<file path="src/rtl/uart_cmd_ctrl_pkg.sv">
// Shared monitor definitions: ASCII constants, parser state, command encoding
// and the registered strobe bundle of the UART command controller.
package uart_cmd_ctrl_pkg;

  localparam logic [7:0] ASCII_CR  = 8'h0D;
  localparam logic [7:0] ASCII_LF  = 8'h0A;
  localparam logic [7:0] ASCII_SP  = 8'h20;
  localparam logic [7:0] ASCII_ESC = 8'h1B;

  localparam logic [7:0] CH_W = 8'h77;
  localparam logic [7:0] CH_I = 8'h69;
  localparam logic [7:0] CH_R = 8'h72;
  localparam logic [7:0] CH_P = 8'h70;
  localparam logic [7:0] CH_G = 8'h67;
  localparam logic [7:0] CH_Z = 8'h7A;
  localparam logic [7:0] CH_S = 8'h73;
  localparam logic [7:0] CH_Q = 8'h71;

  typedef enum logic [1:0] {S_IDLE, S_ARG, S_SKIP} parse_state_e;

  typedef enum logic [2:0] {CMD_W, CMD_I, CMD_R, CMD_P, CMD_G, CMD_Z, CMD_S, CMD_Q} cmd_e;

  typedef enum logic {DUMP_R, DUMP_P} dump_e;

  typedef struct packed {
    logic valid;
    cmd_e cmd;
  } cmd_dec_t;

  typedef struct packed {
    logic write_address_set;
    logic write_data_en;
    logic inst_address_set;
    logic inst_data_en;
    logic read_start_set;
    logic read_end_set;
    logic read_stop;
    logic pgm_start_set;
    logic pgm_end_set;
    logic pgm_stop;
    logic start_trush;
    logic start_step;
    logic cpu_start;
    logic quit_cmd;
    logic cmd_error;
  } strobes_t;

  function automatic logic [7:0] to_lower(input logic [7:0] b);
    return (b >= 8'h41 && b <= 8'h5A) ? (b | 8'h20) : b;
  endfunction

  function automatic cmd_dec_t decode_cmd(input logic [7:0] b);
    cmd_dec_t r;
    r.valid = 1'b1;
    r.cmd   = CMD_W;
    case (to_lower(b))
      CH_W:    r.cmd = CMD_W;
      CH_I:    r.cmd = CMD_I;
      CH_R:    r.cmd = CMD_R;
      CH_P:    r.cmd = CMD_P;
      CH_G:    r.cmd = CMD_G;
      CH_Z:    r.cmd = CMD_Z;
      CH_S:    r.cmd = CMD_S;
      CH_Q:    r.cmd = CMD_Q;
      default: r.valid = 1'b0;
    endcase
    return r;
  endfunction

endpackage

</file>
<file path="src/rtl/uart_cmd_ctrl_if.sv">
// Byte input, busy status and strobe/operand outputs of the command controller.
// master = the controller, slave = the UART RX / uart_logics side.
interface uart_cmd_ctrl_if;
  logic [7:0]  rx_data;
  logic        rx_valid;
  logic        dump_running;
  logic        trush_running;
  logic [31:0] uart_data;
  logic        write_address_set, write_data_en, inst_address_set, inst_data_en;
  logic        read_start_set, read_end_set, read_stop;
  logic        pgm_start_set, pgm_end_set, pgm_stop;
  logic        start_trush, start_step, cpu_start, quit_cmd;
  logic        cmd_error;

  modport master (
    input  rx_data, rx_valid, dump_running, trush_running,
    output uart_data,
    output write_address_set, write_data_en, inst_address_set, inst_data_en,
    output read_start_set, read_end_set, read_stop,
    output pgm_start_set, pgm_end_set, pgm_stop,
    output start_trush, start_step, cpu_start, quit_cmd, cmd_error
  );

  modport slave (
    output rx_data, rx_valid, dump_running, trush_running,
    input  uart_data,
    input  write_address_set, write_data_en, inst_address_set, inst_data_en,
    input  read_start_set, read_end_set, read_stop,
    input  pgm_start_set, pgm_end_set, pgm_stop,
    input  start_trush, start_step, cpu_start, quit_cmd, cmd_error
  );
endinterface

</file>
<file path="src/rtl/uart_cmd_ctrl_hex_nibble_dec.sv">
// Combinational ASCII hex digit decoder: 0-9, a-f, A-F to a 4-bit nibble.
module hex_nibble_dec (
  input  logic [7:0] byte_in,
  output logic       is_hex,
  output logic [3:0] nibble
);
  always_comb begin
    is_hex = 1'b0;
    nibble = 4'd0;
    if (byte_in >= 8'h30 && byte_in <= 8'h39) begin
      is_hex = 1'b1;
      nibble = byte_in[3:0];
    end else if ((byte_in >= 8'h41 && byte_in <= 8'h46) ||
                 (byte_in >= 8'h61 && byte_in <= 8'h66)) begin
      // low nibble of 'A'/'a' is 1, so +9 maps it to 10
      is_hex = 1'b1;
      nibble = byte_in[3:0] + 4'd9;
    end
  end
endmodule

</file>
<file path="src/rtl/uart_cmd_ctrl.sv">
// ASCII command line parser: turns typed monitor commands into one-cycle
// control strobes plus a 32-bit operand, and honours stop requests while busy.
module uart_cmd_ctrl
  import uart_cmd_ctrl_pkg::*;
#(
  parameter bit ACCEPT_LF = 1'b1
) (
  input  logic            clk,
  input  logic            rst_n,
  uart_cmd_ctrl_if.master bus
);

  parse_state_e state_q, state_d;
  cmd_e         cmd_q, cmd_d;
  logic [31:0]  uart_data_q, uart_data_d;
  logic [1:0]   field_idx_q, field_idx_d;
  logic         have_digit_q, have_digit_d;
  dump_e        last_dump_q, last_dump_d;
  strobes_t     stb_q, stb_d;

  logic         is_hex;
  logic [3:0]   nibble;
  logic         is_term, is_space, is_stop, busy, close_err;
  logic [2:0]   n_fields;
  cmd_dec_t     dec;

  hex_nibble_dec u_hex (
    .byte_in (bus.rx_data),
    .is_hex  (is_hex),
    .nibble  (nibble)
  );

  always_comb begin
    state_d      = state_q;
    cmd_d        = cmd_q;
    uart_data_d  = uart_data_q;
    field_idx_d  = field_idx_q;
    have_digit_d = have_digit_q;
    last_dump_d  = last_dump_q;
    stb_d        = '0;
    close_err    = 1'b0;
    dec          = decode_cmd(bus.rx_data);
    is_term      = (bus.rx_data == ASCII_CR) || (ACCEPT_LF && (bus.rx_data == ASCII_LF));
    is_space     = (bus.rx_data == ASCII_SP);
    is_stop      = (to_lower(bus.rx_data) == CH_Q) || (bus.rx_data == ASCII_ESC);
    busy         = bus.dump_running | bus.trush_running;
    // fields on the line including the one a separator is about to close
    n_fields     = {1'b0, field_idx_q} + {2'b00, have_digit_q};

    if (bus.rx_valid) begin
      if (busy) begin
        if (is_stop) begin
          if (bus.dump_running) begin
            if (last_dump_q == DUMP_P) stb_d.pgm_stop  = 1'b1;
            else                       stb_d.read_stop = 1'b1;
          end
          state_d = S_IDLE;
        end
      end else begin
        case (state_q)
          S_IDLE: begin
            if (dec.valid) begin
              cmd_d        = dec.cmd;
              field_idx_d  = 2'd0;
              have_digit_d = 1'b0;
              state_d      = S_ARG;
            end else if (!is_term && !is_space) begin
              stb_d.cmd_error = 1'b1;
              state_d         = S_SKIP;
            end
          end

          S_ARG: begin
            if (is_hex) begin
              uart_data_d  = have_digit_q ? {uart_data_q[27:0], nibble} : {28'd0, nibble};
              have_digit_d = 1'b1;
            end else if (is_space || is_term) begin
              if (have_digit_q) begin
                have_digit_d = 1'b0;
                field_idx_d  = (field_idx_q == 2'd2) ? 2'd2 : field_idx_q + 2'd1;
                case (cmd_q)
                  CMD_W: begin
                    if (field_idx_q == 2'd0) stb_d.write_address_set = 1'b1;
                    else                     stb_d.write_data_en     = 1'b1;
                  end
                  CMD_I: begin
                    if (field_idx_q == 2'd0) stb_d.inst_address_set = 1'b1;
                    else                     stb_d.inst_data_en     = 1'b1;
                  end
                  CMD_R: begin
                    if (field_idx_q == 2'd0) begin
                      stb_d.read_start_set = 1'b1;
                      last_dump_d          = DUMP_R;
                    end else if (field_idx_q == 2'd1) begin
                      stb_d.read_end_set = 1'b1;
                    end else begin
                      close_err = 1'b1;
                    end
                  end
                  CMD_P: begin
                    if (field_idx_q == 2'd0) begin
                      stb_d.pgm_start_set = 1'b1;
                      last_dump_d         = DUMP_P;
                    end else if (field_idx_q == 2'd1) begin
                      stb_d.pgm_end_set = 1'b1;
                    end else begin
                      close_err = 1'b1;
                    end
                  end
                  CMD_G:   close_err = (field_idx_q != 2'd0);
                  default: ;
                endcase
              end

              if (close_err) begin
                stb_d.cmd_error = 1'b1;
                state_d         = is_term ? S_IDLE : S_SKIP;
              end else if (is_term) begin
                state_d = S_IDLE;
                case (cmd_q)
                  CMD_G: begin
                    if (n_fields == 3'd1) stb_d.cpu_start = 1'b1;
                    else                  stb_d.cmd_error = 1'b1;
                  end
                  CMD_Z: begin
                    if (n_fields == 3'd0) stb_d.start_trush = 1'b1;
                    else                  stb_d.cmd_error   = 1'b1;
                  end
                  CMD_S: begin
                    if (n_fields == 3'd0) stb_d.start_step = 1'b1;
                    else                  stb_d.cmd_error  = 1'b1;
                  end
                  CMD_Q: begin
                    if (n_fields == 3'd0) stb_d.quit_cmd  = 1'b1;
                    else                  stb_d.cmd_error = 1'b1;
                  end
                  default: ;
                endcase
              end
            end else begin
              stb_d.cmd_error = 1'b1;
              state_d         = S_SKIP;
            end
          end

          S_SKIP: begin
            if (is_term) state_d = S_IDLE;
          end

          default: state_d = S_IDLE;
        endcase
      end
    end
  end

  always_ff @(posedge clk or negedge rst_n) begin
    if (!rst_n) begin
      state_q      <= S_IDLE;
      cmd_q        <= CMD_W;
      uart_data_q  <= 32'd0;
      field_idx_q  <= 2'd0;
      have_digit_q <= 1'b0;
      last_dump_q  <= DUMP_R;
      stb_q        <= '0;
    end else begin
      state_q      <= state_d;
      cmd_q        <= cmd_d;
      uart_data_q  <= uart_data_d;
      field_idx_q  <= field_idx_d;
      have_digit_q <= have_digit_d;
      last_dump_q  <= last_dump_d;
      stb_q        <= stb_d;
    end
  end

  assign bus.uart_data         = uart_data_q;
  assign bus.write_address_set = stb_q.write_address_set;
  assign bus.write_data_en     = stb_q.write_data_en;
  assign bus.inst_address_set  = stb_q.inst_address_set;
  assign bus.inst_data_en      = stb_q.inst_data_en;
  assign bus.read_start_set    = stb_q.read_start_set;
  assign bus.read_end_set      = stb_q.read_end_set;
  assign bus.read_stop         = stb_q.read_stop;
  assign bus.pgm_start_set     = stb_q.pgm_start_set;
  assign bus.pgm_end_set       = stb_q.pgm_end_set;
  assign bus.pgm_stop          = stb_q.pgm_stop;
  assign bus.start_trush       = stb_q.start_trush;
  assign bus.start_step        = stb_q.start_step;
  assign bus.cpu_start         = stb_q.cpu_start;
  assign bus.quit_cmd          = stb_q.quit_cmd;
  assign bus.cmd_error         = stb_q.cmd_error;

endmodule

</file>
<file path="src/flat_wrapper.sv">
// flat-port wrapper written by rule: the top's interface ports become plain ports
module uart_cmd_ctrl_flat import uart_cmd_ctrl_pkg::*;
#(
  parameter bit ACCEPT_LF = 1'b1
)
  (clk, rst_n, bus_rx_data, bus_rx_valid, bus_dump_running, bus_trush_running, bus_uart_data, bus_write_address_set, bus_write_data_en, bus_inst_address_set, bus_inst_data_en, bus_read_start_set, bus_read_end_set, bus_read_stop, bus_pgm_start_set, bus_pgm_end_set, bus_pgm_stop, bus_start_trush, bus_start_step, bus_cpu_start, bus_quit_cmd, bus_cmd_error);
  uart_cmd_ctrl_if bus_i ();
  input  logic clk;
  input  logic rst_n;
  input wire logic [$bits(bus_i.rx_data)-1:0] bus_rx_data;
  input wire logic [$bits(bus_i.rx_valid)-1:0] bus_rx_valid;
  input wire logic [$bits(bus_i.dump_running)-1:0] bus_dump_running;
  input wire logic [$bits(bus_i.trush_running)-1:0] bus_trush_running;
  output wire logic [$bits(bus_i.uart_data)-1:0] bus_uart_data;
  output wire logic [$bits(bus_i.write_address_set)-1:0] bus_write_address_set;
  output wire logic [$bits(bus_i.write_data_en)-1:0] bus_write_data_en;
  output wire logic [$bits(bus_i.inst_address_set)-1:0] bus_inst_address_set;
  output wire logic [$bits(bus_i.inst_data_en)-1:0] bus_inst_data_en;
  output wire logic [$bits(bus_i.read_start_set)-1:0] bus_read_start_set;
  output wire logic [$bits(bus_i.read_end_set)-1:0] bus_read_end_set;
  output wire logic [$bits(bus_i.read_stop)-1:0] bus_read_stop;
  output wire logic [$bits(bus_i.pgm_start_set)-1:0] bus_pgm_start_set;
  output wire logic [$bits(bus_i.pgm_end_set)-1:0] bus_pgm_end_set;
  output wire logic [$bits(bus_i.pgm_stop)-1:0] bus_pgm_stop;
  output wire logic [$bits(bus_i.start_trush)-1:0] bus_start_trush;
  output wire logic [$bits(bus_i.start_step)-1:0] bus_start_step;
  output wire logic [$bits(bus_i.cpu_start)-1:0] bus_cpu_start;
  output wire logic [$bits(bus_i.quit_cmd)-1:0] bus_quit_cmd;
  output wire logic [$bits(bus_i.cmd_error)-1:0] bus_cmd_error;
  assign bus_i.rx_data = bus_rx_data;
  assign bus_i.rx_valid = bus_rx_valid;
  assign bus_i.dump_running = bus_dump_running;
  assign bus_i.trush_running = bus_trush_running;
  assign bus_uart_data = bus_i.uart_data;
  assign bus_write_address_set = bus_i.write_address_set;
  assign bus_write_data_en = bus_i.write_data_en;
  assign bus_inst_address_set = bus_i.inst_address_set;
  assign bus_inst_data_en = bus_i.inst_data_en;
  assign bus_read_start_set = bus_i.read_start_set;
  assign bus_read_end_set = bus_i.read_end_set;
  assign bus_read_stop = bus_i.read_stop;
  assign bus_pgm_start_set = bus_i.pgm_start_set;
  assign bus_pgm_end_set = bus_i.pgm_end_set;
  assign bus_pgm_stop = bus_i.pgm_stop;
  assign bus_start_trush = bus_i.start_trush;
  assign bus_start_step = bus_i.start_step;
  assign bus_cpu_start = bus_i.cpu_start;
  assign bus_quit_cmd = bus_i.quit_cmd;
  assign bus_cmd_error = bus_i.cmd_error;
  uart_cmd_ctrl #(.ACCEPT_LF(ACCEPT_LF)) u_core (.clk(clk), .rst_n(rst_n), .bus(bus_i));
endmodule
</file>
<file path="config.mk">
export PLATFORM = sky130hd
export DESIGN_NAME = uart_cmd_ctrl_flat
export DESIGN_NICKNAME = d
export VERILOG_FILES = /design/src/rtl/uart_cmd_ctrl_pkg.sv /design/src/rtl/uart_cmd_ctrl_if.sv /design/src/rtl/uart_cmd_ctrl_hex_nibble_dec.sv /design/src/rtl/uart_cmd_ctrl.sv /design/src/flat_wrapper.sv
export SDC_FILE = /design/constraint.sdc
export NUM_CORES = 1
export LEC_CHECK = 0
export ABC_AREA = 1
export CORE_MARGIN = 2
export CORE_UTILIZATION = 51
export CTS_CLUSTER_SIZE = 40
export DETAILED_ROUTE_END_ITERATION = 8
export GPL_ROUTABILITY_DRIVEN = 0
export HOLD_SLACK_MARGIN = 0.1
export PLACE_DENSITY = 0.79
export SLEW_MARGIN = 0
export SYNTH_ARGS = -nofsm -noshare
export SYNTH_HDL_FRONTEND = slang
export SYNTH_SLANG_ARGS = --single-unit
export TNS_END_PERCENT = 30
</file>
<file path="constraint.sdc">
create_clock -name clk -period 1.9 [get_ports clk]
set_input_delay 0.57 -clock clk [delete_from_list [all_inputs] [get_ports clk]]
set_output_delay 0.57 -clock clk [all_outputs]
set_load 0.01 [all_outputs]
</file>
==> results of run 1 <==
-- sequential cells by signal (all words and copies together) (netlist names), 2 cells and up --
name                  cells
u_core.bus.uart_data     32
u_core.field_idx_q        2
u_core.cmd_q              3
u_core.state_q            2
-- routing by layer --
metal	vias to the layer above	part of all wire
met4	0	0.029
li1	1402	-
met5	-	0
met3	23	0.043
met1	1348	0.41
met2	104	0.51
-- timing repair --
| item | CTS | global route |
|---|---|---|
| buffers inserted | 5 | 6 |
| pin swaps | 6 | 29 |
| hold buffers | 0 | 0 |
| endpoints found under the setup margin | 56 | 40 |
| gates cloned | 1 | 0 |
| gates resized for setup | 27 | 57 |
-- through the flow --
step,hold slack (ns),setup TNS (ns)
6_report,0.2193,0
5_1_grt,0.2425,-0.7417
3_5_place_dp,0.4563,-37.02
3_3_place_gp,0.4437,-33.67
4_1_cts,0.2503,-0.01303
2_1_floorplan,0.2744,0
-- layout make-up --
cell class / count / area share
Multi-Input combinational cell: 235 / 0.3417
Timing Repair Buffer: 118 / 0.2457
Clock buffer: 6 / 0.01644
Clock inverter: 2 / 0.008784
Inverter: 53 / 0.04959
Sequential cell: 56 / 0.3174
Tap cell: 72 / 0.02040
-- cells by family after synthesis --
group,Yosys count,synth area share
xor gates and xnor gates,1,0.002968
AOI/OAI and AO/OA,53,0.1128
adders and majority gates,10,0.04239
and+or+nand+nor,171,0.2764
DFF,56,0.4748
buffers and inverters,63,0.09071
-- placed cells by master, fill, tap and decap left out, types with 8 or more instances in the layout --
| master | n |
|---|---|
| nand3_1 | 28 |
| nand2_1 | 52 |
| o21ai_1 | 21 |
| nand2_2 | 17 |
| o21ai_0 | 9 |
| nor2_1 | 25 |
| nand4_1 | 8 |
| dfrtp_1 | 56 |
| ha_1 | 8 |
| clkdlybuf4s50_1 | 49 |
| nor2_2 | 9 |
| buf_4 | 53 |
| nand3_4 | 9 |
| inv_1 | 45 |
-- how the worst max path moves through the flow --
stage	endpoint	slack [ns]	cells past startpoint
2_1_floorplan	u_core.bus.uart_data[22]$_DFFE_PN0P_	0.003	14
4_1_cts	u_core.last_dump_q$_DFFE_PN0P_	-0.01	9
3_5_place_dp	u_core.bus.uart_data[28]$_DFFE_PN0P_	-0.75	13
5_1_grt	u_core.state_q[1]$_DFFE_PN0P_	-0.13	15
3_3_place_gp	u_core.last_dump_q$_DFFE_PN0P_	-0.67	12
6_report	u_core.state_q[1]$_DFFE_PN0P_	0.004	15
-- critical path: stages --
cell     delay [ns]
buf_6          0.11
buf_4          0.14
ha_1           0.18
inv_1          0.07
nor2_2         0.05
o21ai_2        0.18
buf_4          0.15
inv_1          0.06
a21oi_2        0.13
o21ai_2        0.06
nand2_1        0.11
inv_1          0.07
nand2_1        0.07
nand2_1        0.05
o21ai_1        0.12
-- power by group through the flow --
stage	Sequential (uW)	Clock [uW]	Combinational, uW
5_1_grt	1230	853	345
6_report	1230	775	314
2_1_floorplan	1250	0	127
3_5_place_dp	1250	0	272
4_1_cts	1230	787	283
3_3_place_gp	1250	0	266
==> impl_results.md, run 1 <==
- Status: complete, no violations
- Initial antenna violation count: 0
- EDFF count, synth: 0
- Final WS setup: 0.004409 ns
- ANT nets after route: 0
- Final core occ: 0.7970
- CTS H-tree depth: 2
- Seq cells post-synth: 56
- HPWL Detailed: ~5.0 mm
- Clk_lat worst skew: approximately 0.3 ns
- Max Freq: ~530 MHz
- Layout cells sized above 1: 0.3043
- Final max-slew violation count: 0
- Reg2reg end: u_core.state_q[1]$_DFFE_PN0P_
- Clock share of power: 0.335
- Slew @ Worst Pin: about 0.45 ns
- CTS Buf Count: 5
- Final total power: approximately 2300 uW
- Number of global-route vias before repair: 2777
- Hold Vio Cnt, Final: 0
- Met1 Use GR: 0.3047
- Worst setup startpoint: bus_rx_data[1]
- Post-synth ARST share: 1.000
- Site Rows: 27
- Die height: approximately 80 um
- Synth Cell Area: 2952 um2
- Clock-pin slew on the worst setup and hold paths: about 0.1 ns
- Placed Instances: 522
- Area contributors post-synth: dfrtp_1, nand2_1, inv_1, nand3_1, ha_1
- R2r worst-path depth: 11
- Drt wl/cell: approximately 14 um
- Global-route wire length before repair: between 10 and 15 mm
- Most common flop cell mapped by yosys: dfrtp_1
- Area of the multi-input gates: 1509 um2
- Iteration-0 DRC Markers: between 200 and 300
- Worst Skew: about 0.0099 ns
- FF-to-FF setup slack: roughly 0.11 ns
- CP Data Required Time: about 2.1 ns
- IO Count: 60
- Met3 Use GR: 0.03034
- Yosys cell types: 30
- Synth top cells by count: nand2_1, dfrtp_1, inv_1
- Clk buf depth: 2
- CTS tree: done
- Mapped Nets: around 380
- # diodes: 0
- Fill cells: 360
- P_sw: just under 600 uW
- Fin crit period: 1.896 ns
- Vias/cell: approximately 5.3
- Met2 Use GR: 0.4158
- Final net count: 492
- CP Launch Type: input port
- Sequential cell area: 1401 um2
- Most Crowded Layer GR: met2
- Largest area contributor in the netlist: dfrtp_1
- Area Growth Syn to Fin: 49.60%
- Max cap viols: 0
- Routed wire length: approximately 7.4 mm
- Final global-route overflow total: 0
- Internal: 1737 uW
- Cell with the most instances after synthesis: nand2_1
- Max-slew headroom: 0.7017
- GRT Resource Usage Total: 0.2377
- Leak: 0.002089 uW
- Worst Setup End Kind: flip-flop
- Worst-path fanout max: 4
- PortBufs: 59
- Final instance area: ~4400 um2
- Die W: ~80 um
- Worst hold path class: in -> async
- Setup violations, final: 0
- Finished Layout Cells: ~540
- Synth top area share: 0.4748
- Clock Sinks: 56
- First-pass DRT Iterations: 4
- Crit Path Class: in -> reg
- Max VDD drop: just under 0.0004 V
- Power per cell area: 524.1 nW/um2
- Die area: around 6400 um2
- Unrepaired setup endpoints after global routing: yes
- Place WS: -0.7526 ns
- Synth warnings: 0
- CORE AREA: 5540 um2
- Synth Instances: 354
- Starting Density: 0.5327
- Sequential power share: 0.530
- Via count of the routed design: 2877
- Combinational power share: 0.136
- Worst EP arrival: around 2.1 ns
- Post-DP Area: 4024 um2
- Pin count of the biggest net entering global routing: between 50 and 60
- Tcrit/Tclk final: 0.9977
- Mean post-synth cell area: 8.338 um2
- Register area share after synthesis: 0.4748
- Switching Fraction: 0.2494
- CTS root buf: clkbuf_8
- Residual DRC: 0
- RR Startpoint: u_core.field_idx_q[1]$_DFFE_PN0P_
Note: power is estimated with default switching activity, not from simulation.
==> run 2: changes to the inputs <==
Settings changed: ABC_CLOCK_PERIOD_IN_PS from default to 1900, SKIP_CTS_REPAIR_TIMING from default to 1.
==> impl_results.md, run 2 (synthesized netlist as in run 1, its figures left out) <==
- Status: complete, no violations
- Site Rows: 27
- Die height: ~80 um
- CTS root buf: clkbuf_8
- Crit Path Class: reg -> out
- Drt wl/cell: 12.52 um
- Place WS: -0.7526 ns
- Die W: roughly 80 um
- Worst Skew: ~0.0090 ns
- Final WS setup: 0.05425 ns
- Clock-pin slew on the worst setup and hold paths: about 0.1 ns
- Max-slew headroom: 0.7286
- CTS Buf Count: 5
- # diodes: 0
- Crit-path slowest cell: clkdlybuf4s50_1
- Iteration-0 DRC Markers: a little under 200
- Worst hold path class: in -> async
- Area of the multi-input gates: ~1500 um2
- Clk_lat worst skew: 0.31 ns
- Max FFs per register: 32
- Max cap viols: 0
- Sequential cell area: about 1400 um2
- Final core occ: 0.7843
- Worst Setup End Kind: primary output
- Most frequent cells in the layout: dfrtp_1, nand2_1, buf_4
- Slew @ Worst Pin: 0.4056 ns
- Starting Density: 0.5327
- Via count of the routed design: about 2700
- Unrepaired setup endpoints after global routing: yes
- Max Freq: between 500 and 600 MHz
- Worst-path fanout max: 3
- CTS tree: done
- Initial antenna violation count: 0
- Final max-slew violation count: 0
- CP Launch Type: flip-flop
- Number of global-route vias before repair: between 2000 and 3000
- Final global-route overflow total: 0
- Residual DRC: 0
- CP Cell Sequence: clkdlybuf4s50_1
- Critical path's top delay family: buffers and inverters
- Clock Sinks: 56
- Fin crit period: approximately 1.8 ns
- Clk buf depth: 2
- Tcrit/Tclk final: 0.9714
- CP bufs+invs: 1
- CTS H-tree depth: 2
- Power per cell area: ~530 nW/um2
- Layout cells sized above 1: 0.2866
- Min Hold Slack: ~0.23 ns
- Leak: between 0.002 and 0.0025 uW
- CP Data Required Time: about 1.3 ns
- Hold Vio Cnt, Final: 0
- PortBufs: 59
- Fill cells: 380
- Slowest cell delay on critical path: approximately 0.57 ns
- Worst EP arrival: around 1.3 ns
- HPWL Detailed: approximately 5 mm
- CORE AREA: between 5000 and 6000 um2
- Final net count: about 500
- ANT nets after route: 0
- Setup violations, final: 0
- Commonest non-fill, non-tap cell in the layout: dfrtp_1
- IO Count: 60
- Routed wire length: around 6.7 mm
- Die area: 6412 um2
- GRT Resource Usage Total: 0.2203
- Vias/cell: around 5.1
- Pin count of the biggest net entering global routing: 57
- Max VDD drop: approximately 0.00038 V
- First-pass DRT Iterations: 4
- Final total power: between 2000 and 2500 uW
- Global-route wire length before repair: approximately 11 mm
- Area Growth Syn to Fin: 47.22%
run 2: routing by layer:
| metal | part of all wire | wire length (um) | vias up | GRT usage |
|---|---|---|---|---|
| met5 | 0 | 0 | - | 0 |
| met4 | 0.011 | 76 | 0 | 0.05932 |
| met3 | 0.031 | 210 | 7 | 0.02584 |
| met2 | 0.51 | 3450 | 59 | 0.3917 |
| met1 | 0.44 | 2975 | 1293 | 0.2839 |
| li1 | - | - | 1387 | - |
run 2: cell type report:
class | count | share of cell area
well taps | 72 | 0.02073
repair buffers | 112 | 0.2410
inverters | 53 | 0.04924
clock buffers | 6 | 0.01670
multi-input cells | 235 | 0.3409
clock inverters | 2 | 0.008926
flip-flops and latches | 56 | 0.3225
run 2: worst paths after layout:
kind / startpoint / end / slack [ns] / cells past startpoint
max in group asynchronous: rst_n / u_core.bus.pgm_stop$_DFF_PN0_ / 1.42 / 2
worst min-delay path: rst_n / u_core.bus.uart_data[3]$_DFFE_PN0P_ / 0.23 / 2
worst max register to register: u_core.field_idx_q[0]$_DFFE_PN0P_ / u_core.bus.cmd_error$_DFF_PN0_ / 0.14 / 8
min in group clk: u_core.last_dump_q$_DFFE_PN0P_ / u_core.bus.read_stop$_DFF_PN0_ / 0.46 / 1
worst min register to register: u_core.last_dump_q$_DFFE_PN0P_ / u_core.bus.read_stop$_DFF_PN0_ / 0.46 / 1
worst max-delay path: u_core.bus.uart_data[12]$_DFFE_PN0P_ / bus_uart_data[12] / 0.05 / 1
run 2: metrics by stage:
step	area [um2]	TNS, ns	std cells
finish	4345	0	536
floorplan	3034	0	354
detailed placement	4024	-37.02	522
CTS	4135	-19.10	530
global route	4345	-0.2646	536
global placement	4024	-33.67	522
run 2: power breakdown:
part           switching (uW)  total, uW  leakage, uW  internal, uW
logic                     171        301      0.00130           130
registers                19.6       1230     0.000720          1210
clock network             373        772    0.0000558           399
total                     563       2300      0.00207          1730
